### src/rtl/aes_key_schedule.sv
// AES-128 round-key generator: expands a cipher key into 11 round keys, one per clock,
// and presents the key chosen by round_sel in encryption or decryption order.
module aes_key_schedule #(
    parameter int unsigned INVERSE_ORDER = 1
) (
    input  logic         clk,
    input  logic         reset,
    input  logic         key_load,
    input  logic [127:0] cipher_key,
    input  logic [3:0]   round_sel,
    output logic [127:0] round_key,
    output logic         key_valid,
    output logic         busy
);

    localparam int unsigned NR     = 10;
    localparam int unsigned KEY_W  = 128;
    localparam int unsigned WORD_W = 32;

    localparam logic [1:0] ST_IDLE   = 2'd0;
    localparam logic [1:0] ST_EXPAND = 2'd1;
    localparam logic [1:0] ST_DONE   = 2'd2;

    // Forward S-box, entry 0x00 in the most significant byte.
    localparam logic [2047:0] SBOX = {
        128'h637c777bf26b6fc53001672bfed7ab76,
        128'hca82c97dfa5947f0add4a2af9ca472c0,
        128'hb7fd9326363ff7cc34a5e5f171d83115,
        128'h04c723c31896059a071280e2eb27b275,
        128'h09832c1a1b6e5aa0523bd6b329e32f84,
        128'h53d100ed20fcb15b6acbbe394a4c58cf,
        128'hd0efaafb434d338545f9027f503c9fa8,
        128'h51a3408f929d38f5bcb6da2110fff3d2,
        128'hcd0c13ec5f974417c4a77e3d645d1973,
        128'h60814fdc222a908846eeb814de5e0bdb,
        128'he0323a0a4906245cc2d3ac629195e479,
        128'he7c8376d8dd54ea96c56f4ea657aae08,
        128'hba78252e1ca6b4c6e8dd741f4bbd8b8a,
        128'h703eb5664803f60e613557b986c11d9e,
        128'he1f8981169d98e949b1e87e9ce5528df,
        128'h8ca1890dbfe6426841992d0fb054bb16
    };

    function automatic logic [7:0] sub_byte(input logic [7:0] b);
        return SBOX[2047 - 8 * int'(b) -: 8];
    endfunction

    function automatic logic [WORD_W-1:0] sub_word(input logic [WORD_W-1:0] w);
        return {sub_byte(w[31:24]), sub_byte(w[23:16]), sub_byte(w[15:8]), sub_byte(w[7:0])};
    endfunction

    function automatic logic [7:0] rcon(input logic [3:0] r);
        case (r)
            4'd1:    return 8'h01;
            4'd2:    return 8'h02;
            4'd3:    return 8'h04;
            4'd4:    return 8'h08;
            4'd5:    return 8'h10;
            4'd6:    return 8'h20;
            4'd7:    return 8'h40;
            4'd8:    return 8'h80;
            4'd9:    return 8'h1b;
            4'd10:   return 8'h36;
            default: return 8'h00;
        endcase
    endfunction

    logic [1:0]       state_q, state_d;
    logic [3:0]       r_q, r_d;
    logic [KEY_W-1:0] rk_q [NR+1];
    logic [KEY_W-1:0] rk_d [NR+1];
    logic             key_valid_q, key_valid_d;
    logic             busy_q, busy_d;

    logic [3:0]        prev_idx;
    logic [KEY_W-1:0]  prev_key;
    logic [WORD_W-1:0] t_word, q0, q1, q2, q3;

    // One expansion step: derive rk[r] from rk[r-1].
    always_comb begin
        prev_idx = (r_q == 4'd0) ? 4'd0 : 4'(r_q - 4'd1);
        prev_key = rk_q[prev_idx];
        t_word   = sub_word({prev_key[23:0], prev_key[31:24]}) ^ {rcon(r_q), 24'h0};
        q0       = prev_key[127:96] ^ t_word;
        q1       = q0 ^ prev_key[95:64];
        q2       = q1 ^ prev_key[63:32];
        q3       = q2 ^ prev_key[31:0];
    end

    always_comb begin
        state_d     = state_q;
        r_d         = r_q;
        rk_d        = rk_q;
        key_valid_d = key_valid_q;
        busy_d      = busy_q;
        if (key_load) begin
            // A load in any state discards whatever expansion was in flight.
            state_d     = ST_EXPAND;
            r_d         = 4'd1;
            rk_d[0]     = cipher_key;
            key_valid_d = 1'b0;
            busy_d      = 1'b1;
        end else begin
            case (state_q)
                ST_IDLE: ;
                ST_EXPAND: begin
                    rk_d[r_q] = {q0, q1, q2, q3};
                    r_d       = 4'(r_q + 4'd1);
                    if (r_q >= 4'(NR)) begin
                        state_d     = ST_DONE;
                        key_valid_d = 1'b1;
                        busy_d      = 1'b0;
                    end
                end
                ST_DONE: ;
                default: begin
                    state_d     = ST_IDLE;
                    key_valid_d = 1'b0;
                    busy_d      = 1'b0;
                end
            endcase
        end
    end

    always_ff @(posedge clk) begin
        if (reset) begin
            state_q     <= ST_IDLE;
            r_q         <= 4'd0;
            rk_q        <= '{default: '0};
            key_valid_q <= 1'b0;
            busy_q      <= 1'b0;
        end else begin
            state_q     <= state_d;
            r_q         <= r_d;
            rk_q        <= rk_d;
            key_valid_q <= key_valid_d;
            busy_q      <= busy_d;
        end
    end

    // Read mux: zero for selects past the last round.
    always_comb begin
        round_key = '0;
        if (round_sel <= 4'(NR)) begin
            if (INVERSE_ORDER != 0) begin
                round_key = rk_q[4'(4'(NR) - round_sel)];
            end else begin
                round_key = rk_q[round_sel];
            end
        end
    end

    assign key_valid = key_valid_q;
    assign busy      = busy_q;

endmodule

### config.mk
export PLATFORM = sky130hd
export DESIGN_NAME = aes_key_schedule
export DESIGN_NICKNAME = d
export VERILOG_FILES = /design/src/rtl/aes_key_schedule.sv
export SDC_FILE = /design/constraint.sdc
export NUM_CORES = 2
export LEC_CHECK = 0
export ABC_AREA = 0
export CAP_MARGIN = 20
export CORE_MARGIN = 10
export CORE_UTILIZATION = 36
export DETAILED_ROUTE_END_ITERATION = 8
export PLACE_DENSITY = 0.57
export REMOVE_ABC_BUFFERS = 1
export SYNTH_ARGS = -nofsm -noshare
export SYNTH_HDL_FRONTEND = slang
export SYNTH_SLANG_ARGS = --single-unit
### constraint.sdc
create_clock -name clk -period 9.36 [get_ports clk]
set_clock_uncertainty 0.2 [all_clocks]
set_input_delay 1.872 -clock clk [delete_from_list [all_inputs] [get_ports clk]]
set_output_delay 1.872 -clock clk [all_outputs]
set_load 0.1 [all_outputs]
Word level (Yosys, flattened, before mapping)

Memories as Yosys holds them, arrays and structs flattened.
Cells that the tools add are included.

Register bits: 1,416
Word-level logic and storage cells: 82
Memories: 1
Input bits: 135
Memory bits (read-only): 128
Output and inout port bits: 130

$lt $le $gt $ge: 6
Reduce and logical (&&, ||, !) cells: 9
Bitwise logic cells: 10
Eq/ne operators: 5
Multiplexer cells: 23
Shift-type cells: 4
Add/sub/neg operators: 7

Memory list:

| memory          | depth | width | rd ports | clocked after Yosys merged registers in | write ports | line | text |
|---|---|---|---|---|---|---|---|
| (no name shown) | 16    | 8     | 1        | 0                                       | 0           | 53   | `case (r)` |

Operators by type and width:

| operator                     | count |
|---|---|
| $shiftx A2055 B12 Y8 const A | 4 |
| $bwmux W1408                 | 1 |
| $mux W1408                   | 1 |
| $bmux W128 S4                | 2 |
| $mux W128                    | 7 |
| $demux W128 S4               | 1 |
| $xor A32 B32 Y32             | 5 |
| $sub A11 B11 Y12 const A     | 4 |
| $ge A5 B5 Y1 const B         | 3 |
| $not A4 Y5                   | 3 |
| $mux W1                      | 6 |
| $reduce_and A2 Y1            | 3 |
| $lt A5 B1 Y1 const B         | 1 |
| $add A4 B1 Y4 const B        | 1 |
| $ge A4 B4 Y1 const B         | 1 |
| $le A4 B4 Y1 const B         | 1 |
| $logic_not A4 Y1             | 1 |
| $mux W4                      | 1 |
| $pmux W1 S2                  | 2 |
| $pmux W2 S2                  | 1 |
| $reduce_or A2 Y1             | 2 |
| $sub A4 B1 Y4 const B        | 1 |
| $sub A4 B4 Y4 const A        | 1 |
| $ne A3 B3 Y1 const B         | 1 |
| other kinds (9)              | 10 |

Logic depth before layout (Yosys ltp)

Depth after elaboration: 16
Gate-level depth with buffers: 35

Worst setup path after synthesis

No wires, ideal clock.

Path kind: in2out
Start point: input port round_sel[0]
End point: output port round_key[126]
Data required time: 7,288 ps
Path slack: 1,122 ps
Arrival time: 6,166 ps
Stages: 11
Cells stage by stage: clkbuf_1 > clkbuf_1 > inv_1 > ha_1 > clkbuf_1 > buf_1 > clkbuf_1 > clkbuf_1 > mux4_2 > nand3_1 > a21oi_1

Word-level cells in the longest chain between the ends: 6

Ends and longest elaborated chain:

| what                                          | line | text |
|---|---|---|
| from (decl)                                   | 10   | `input logic [3:0] round_sel,` |
| $sub A4 B4 Y4                                 | 146  | `round_key = rk_q[4'(4'(NR) - round_sel)];` |
| $not A4 Y5 (implied by the code)              | 146  |  |
| $bmux W128 S4                                 | 146  |  |
| $mux W128 (implied by the code) (2 in series) | 146  |  |
| $mux W128 *                                   | 144  | `if (round_sel <= 4'(NR)) begin` |
| to (decl)                                     | 11   | `output logic [127:0] round_key,` |

Mark *: on every way between the ends. The rest lies on a longest branch, timed or not. The select of a mux whose other input is x is not followed.

Final worst setup path

Start point: register r_q[0]
End point: register rk_q[313] (netlist name)

Word-level cells in the longest chain between the ends: 13

Ends and longest elaborated chain:

| what                                              | line | text |
|---|---|---|
| from (decl)                                       | 69   | `logic [3:0] r_q, r_d;` |
| from (signal assigned)                            | 134  | `r_q <= r_d;` |
| $sub A4 B1 Y4 or $logic_not A4 Y1 (tied branches) | 81   | `prev_idx = (r_q == 4'd0) ? 4'd0 : 4'(r_q - 4'd1);` |
| $mux W4                                           | 81   |  |
| $not A4 Y5 (implied by the code)                  | 82   | `prev_key = rk_q[prev_idx];` |
| $bmux W128 S4                                     | 82   |  |
| $mux W128 (implied by the code) (2 in series)     | 82   |  |
| $sub A11 B11 Y12                                  | 45   | `return SBOX[2047 - 8 * int'(b) -: 8];` |
| $shiftx A2055 B12 Y8                              | 45   |  |
| $xor A32 B32 Y32                                  | 83   | `t_word = sub_word({prev_key[23:0], prev_key[31:24]}) ^ {rcon(r_q), 24'h0};` |
| $xor A32 B32 Y32                                  | 84   | `q0 = prev_key[127:96] ^ t_word;` |
| $xor A32 B32 Y32                                  | 85   | `q1 = q0 ^ prev_key[95:64];` |
| $xor A32 B32 Y32                                  | 86   | `q2 = q1 ^ prev_key[63:32];` |
| $bwmux W1408 *                                    | 107  | `rk_d[r_q] = {q0, q1, q2, q3};` |
| to (signal assigned)                              | 135  | `rk_q <= rk_d;` |
| to (decl)                                         | 70   | `logic [KEY_W-1:0] rk_q [NR+1];` |

Marks and branches as above.
A chain may end at the register's enable or synchronous reset.

==> impl_results.md <==
- Initial DRC count: 16600
- Starting Density: 0.361
- Max cap viols: 0
- Synth async-reset ratio: 0
- H-tree lvl count: 4
- Synthesis Warnings: 0
- Leak Pwr: 34.7 nW
- Vias: between 100k and 150k
- Cts hold-fix bufs: 0
- CTS clk-pin slew, worst paths: 70 ps
- Switching power total: 0.0121 W
- Vias in the first global route: roughly 98000
- Commonest non-fill, non-tap cell in the layout: nand2_1
- Met2 Track Usage GR: 0.519
- CORE AREA: 254000 sq um
- DRT Pass-1 Iters: 9
- Clk_lat worst skew: 880 ps
- Reg power frac: 0.246
- RSZ-0062 raised after global routing: no
- Clock root cell: clkbuf_16
- Drt wl/cell: 33.5 um
- Pint: approximately 0.013 W
- Largest net degree at the start of global routing: 197
- FP Rows: 185
- Met3 Track Usage GR: 0.0881
- Routed wire length: about 510000 um
- Crit path capture type: flip-flop
- Detail Route Antenna Nets: 0
- Post-Place Setup Slack: between 1000 and 1500 ps
- Hold path startpoint: rk_q[1008]$_SDFFE_PP0P_
- Mean Syn Cell Area: 7.54 sq um
- Max Freq: approximately 0.12 GHz
- Endpoints failing hold: 0
- Status: completed
- Gr usage total: 0.348
- Synth cell types: 120
- Most frequent cells in the layout: 2143 x nand2_1, 1413 x dfxtp_1, 1353 x nor2_1
- Critical path class: reg -> reg
- Detailed-route vias per instance: 6.74
- Gate Count Post-Synth: 12200
- Clock power frac: 0.271
- Relative slew slack: 0.146
- Worst hold path class: reg -> reg
- Reg-to-reg startpoint: r_q[0]$_SDFFE_PP0P_
- DRC viols: 0
- Share of cells above drive strength 1: 0.121
- Worst-path fanout max: 22
- Met1 GRT Util: 0.456
- Worst EP required: 9840 ps
- Die Y: between 500 and 600 um
- Actual slew at the worst max-slew pin: 1280 ps
- Final setup violating endpoints: 0
- Top_reg_cell synth: dfxtp_1
- Crit path from: r_q[0]$_SDFFE_PP0P_
- Final min period: 8590 ps
- Setup repair bufs after CTS: 0
- Initial antenna violation count: 15
- DIE AREA: 275000 sq um
- Final period util: 0.917
- Post-synthesis sequential area ratio: 0.309
- Net Sw Frac: 0.474
- CTS Buffer Depth: 3
- Worst EP arrival: 9070 ps
- CTS resizes: 0
- Port bufs: 264
- Post-Syn Area: 91700 sq um
- TritonCTS clock tree: built
- Pwr dens: 246 nW/um^2
- Setup tns final: 0 ps
- CP Launch Type: flip-flop
- Most Crowded Layer GR: met2
- Post-DP HPWL: between 300000 and 400000 um
- Overflow after GRT: 0
- CTS Buf Count: 167
- Gpl congestion: 1.03
- I/O pin count: 265
- Final Max Slew Viols: 0
- First-pass GRT wire length: between 700000 and 800000 um
- Final net count: roughly 12000
- Num Clock Sinks: 1414
- Die width: 525 um
- Synthesis-stage register bit count: 1414
- EDFF count, synth: 0
- Layout area overhead: 12.7%
- Peak VDD IR: 193 uV
- PnR worst setup slack: 773 ps
- Logic pwr share: 0.483
-- kinds of logic (layout without fill, tap and decap cells) --
family,count (synthesis),after routing,synth area share
DFF,1414,1414,0.309
muxes,561,561,0.101
other,0,6,0
and+or+nand+nor,4763,4763,0.225
AOI/OAI and AO/OA,3721,3721,0.269
buffers and inverters,1429,1164,0.0649
xor gates and xnor gates,203,203,0.0227
adders and majority gates,65,65,0.00887
-- layer usage --
metal | routed length (um) | vias to the layer above
met5 | 55 | -
met4 | 33000 | 8
met3 | 60800 | 1647
met2 | 217000 | 7537
met1 | 200000 | 50300
li1 | - | 43400
-- power by group through the flow --
stage               logic (W)  registers (W)  clock network [W]
floorplan             0.00623        0.00638                  0
global placement       0.0118        0.00638                  0
detailed placement     0.0117        0.00638                  0
CTS                    0.0118        0.00625            0.00695
global route           0.0126        0.00627            0.00716
finish                 0.0123        0.00626            0.00689
-- path summary, 6_finish.rpt --
check | to | slack (ps) | cells past startpoint
max | rk_q[313]$_SDFFE_PP0P_ | 770 | 20
min reg2reg | rk_q[1008]$_SDFFE_PP0P_ | 260 | 2
min | rk_q[1008]$_SDFFE_PP0P_ | 260 | 2
max reg2reg | rk_q[313]$_SDFFE_PP0P_ | 770 | 20
-- Yosys cell counts (39+ instances only) --
| cell type | n | area share |
|---|---|---|
| ha_1 | 65 | 0.0089 |
| nand3b_1 | 170 | 0.014 |
| clkbuf_1 | 851 | 0.035 |
| dfxtp_1 | 1414 | 0.31 |
| nand2_1 | 2154 | 0.088 |
| a211oi_1 | 410 | 0.034 |
| o21ai_0 | 587 | 0.032 |
| a222oi_1 | 109 | 0.012 |
| and3_1 | 39 | 0.0027 |
| nand4_1 | 40 | 0.0027 |
| buf_1 | 192 | 0.0079 |
| buf_2 | 265 | 0.014 |
| o21a_1 | 56 | 0.0046 |
| o21ai_1 | 55 | 0.0030 |
| o311ai_0 | 39 | 0.0037 |
| mux2i_1 | 248 | 0.027 |
| nand2b_1 | 42 | 0.0029 |
| nand3_1 | 297 | 0.016 |
| nor4_1 | 47 | 0.0032 |
| a311oi_1 | 110 | 0.011 |
| nor2b_1 | 94 | 0.0064 |
| or3_1 | 47 | 0.0032 |
| a22oi_1 | 156 | 0.013 |
| a221oi_1 | 78 | 0.0075 |
| xnor2_1 | 121 | 0.012 |
| nor2_1 | 1362 | 0.056 |
| a22o_1 | 108 | 0.010 |
| buf_4 | 50 | 0.0041 |
| o22ai_1 | 185 | 0.013 |
| a21oi_1 | 1145 | 0.063 |
| xor2_1 | 53 | 0.0051 |
| inv_1 | 52 | 0.0021 |
| nor3_1 | 355 | 0.019 |
| o211ai_1 | 111 | 0.0091 |
| a31oi_1 | 130 | 0.0089 |
| mux4_2 | 289 | 0.071 |
-- metrics by stage --
step	hold WS [ps]	util	total power [W]	area, sq um	std cells
final	264	0.407	0.0254	103000	15300
after CTS	265	0.407	0.0250	103000	15300
after detailed placement	257	0.385	0.0181	97600	15000
after floorplan	236	-	0.0126	86000	10800
after global placement	250	0.384	0.0182	97500	14900
after global routing	283	0.407	0.0261	103000	15300
-- state kept, by name, summed over array words and instances, names as in the netlist --
register  cells
rk_q       1408
state_q       2
r_q           4
-- area by class of cell --
cell class              instances  area (sq um)
repair buffers                802          6990
diodes                          6          15.0
flip-flops and latches       1414         28300
fillers                     26000        150000
clock inverters                61           840
well taps                    3366          4210
inverters                      62           234
multi-input cells            9313         57900
clock buffers                 239          4810
-- worst max-delay path, cell delays in order, from the launching register on --
cell      delay [ps]
dfxtp_4          610
clkinv_2         180
ha_1             340
buf_4            230
o21bai_1         230
a221oi_4         980
buf_4            270
or3_1            490
nand2_1          140
buf_4            240
nor2_1           780
o21ai_0          500
a41o_1           360
nor4_1           360
a211oi_1         120
buf_4            200
xnor2_1          130
buf_4            240
xnor2_1          870
xor2_1           710
o21ai_0          220
Note: power is estimated with default switching activity, not from simulation.
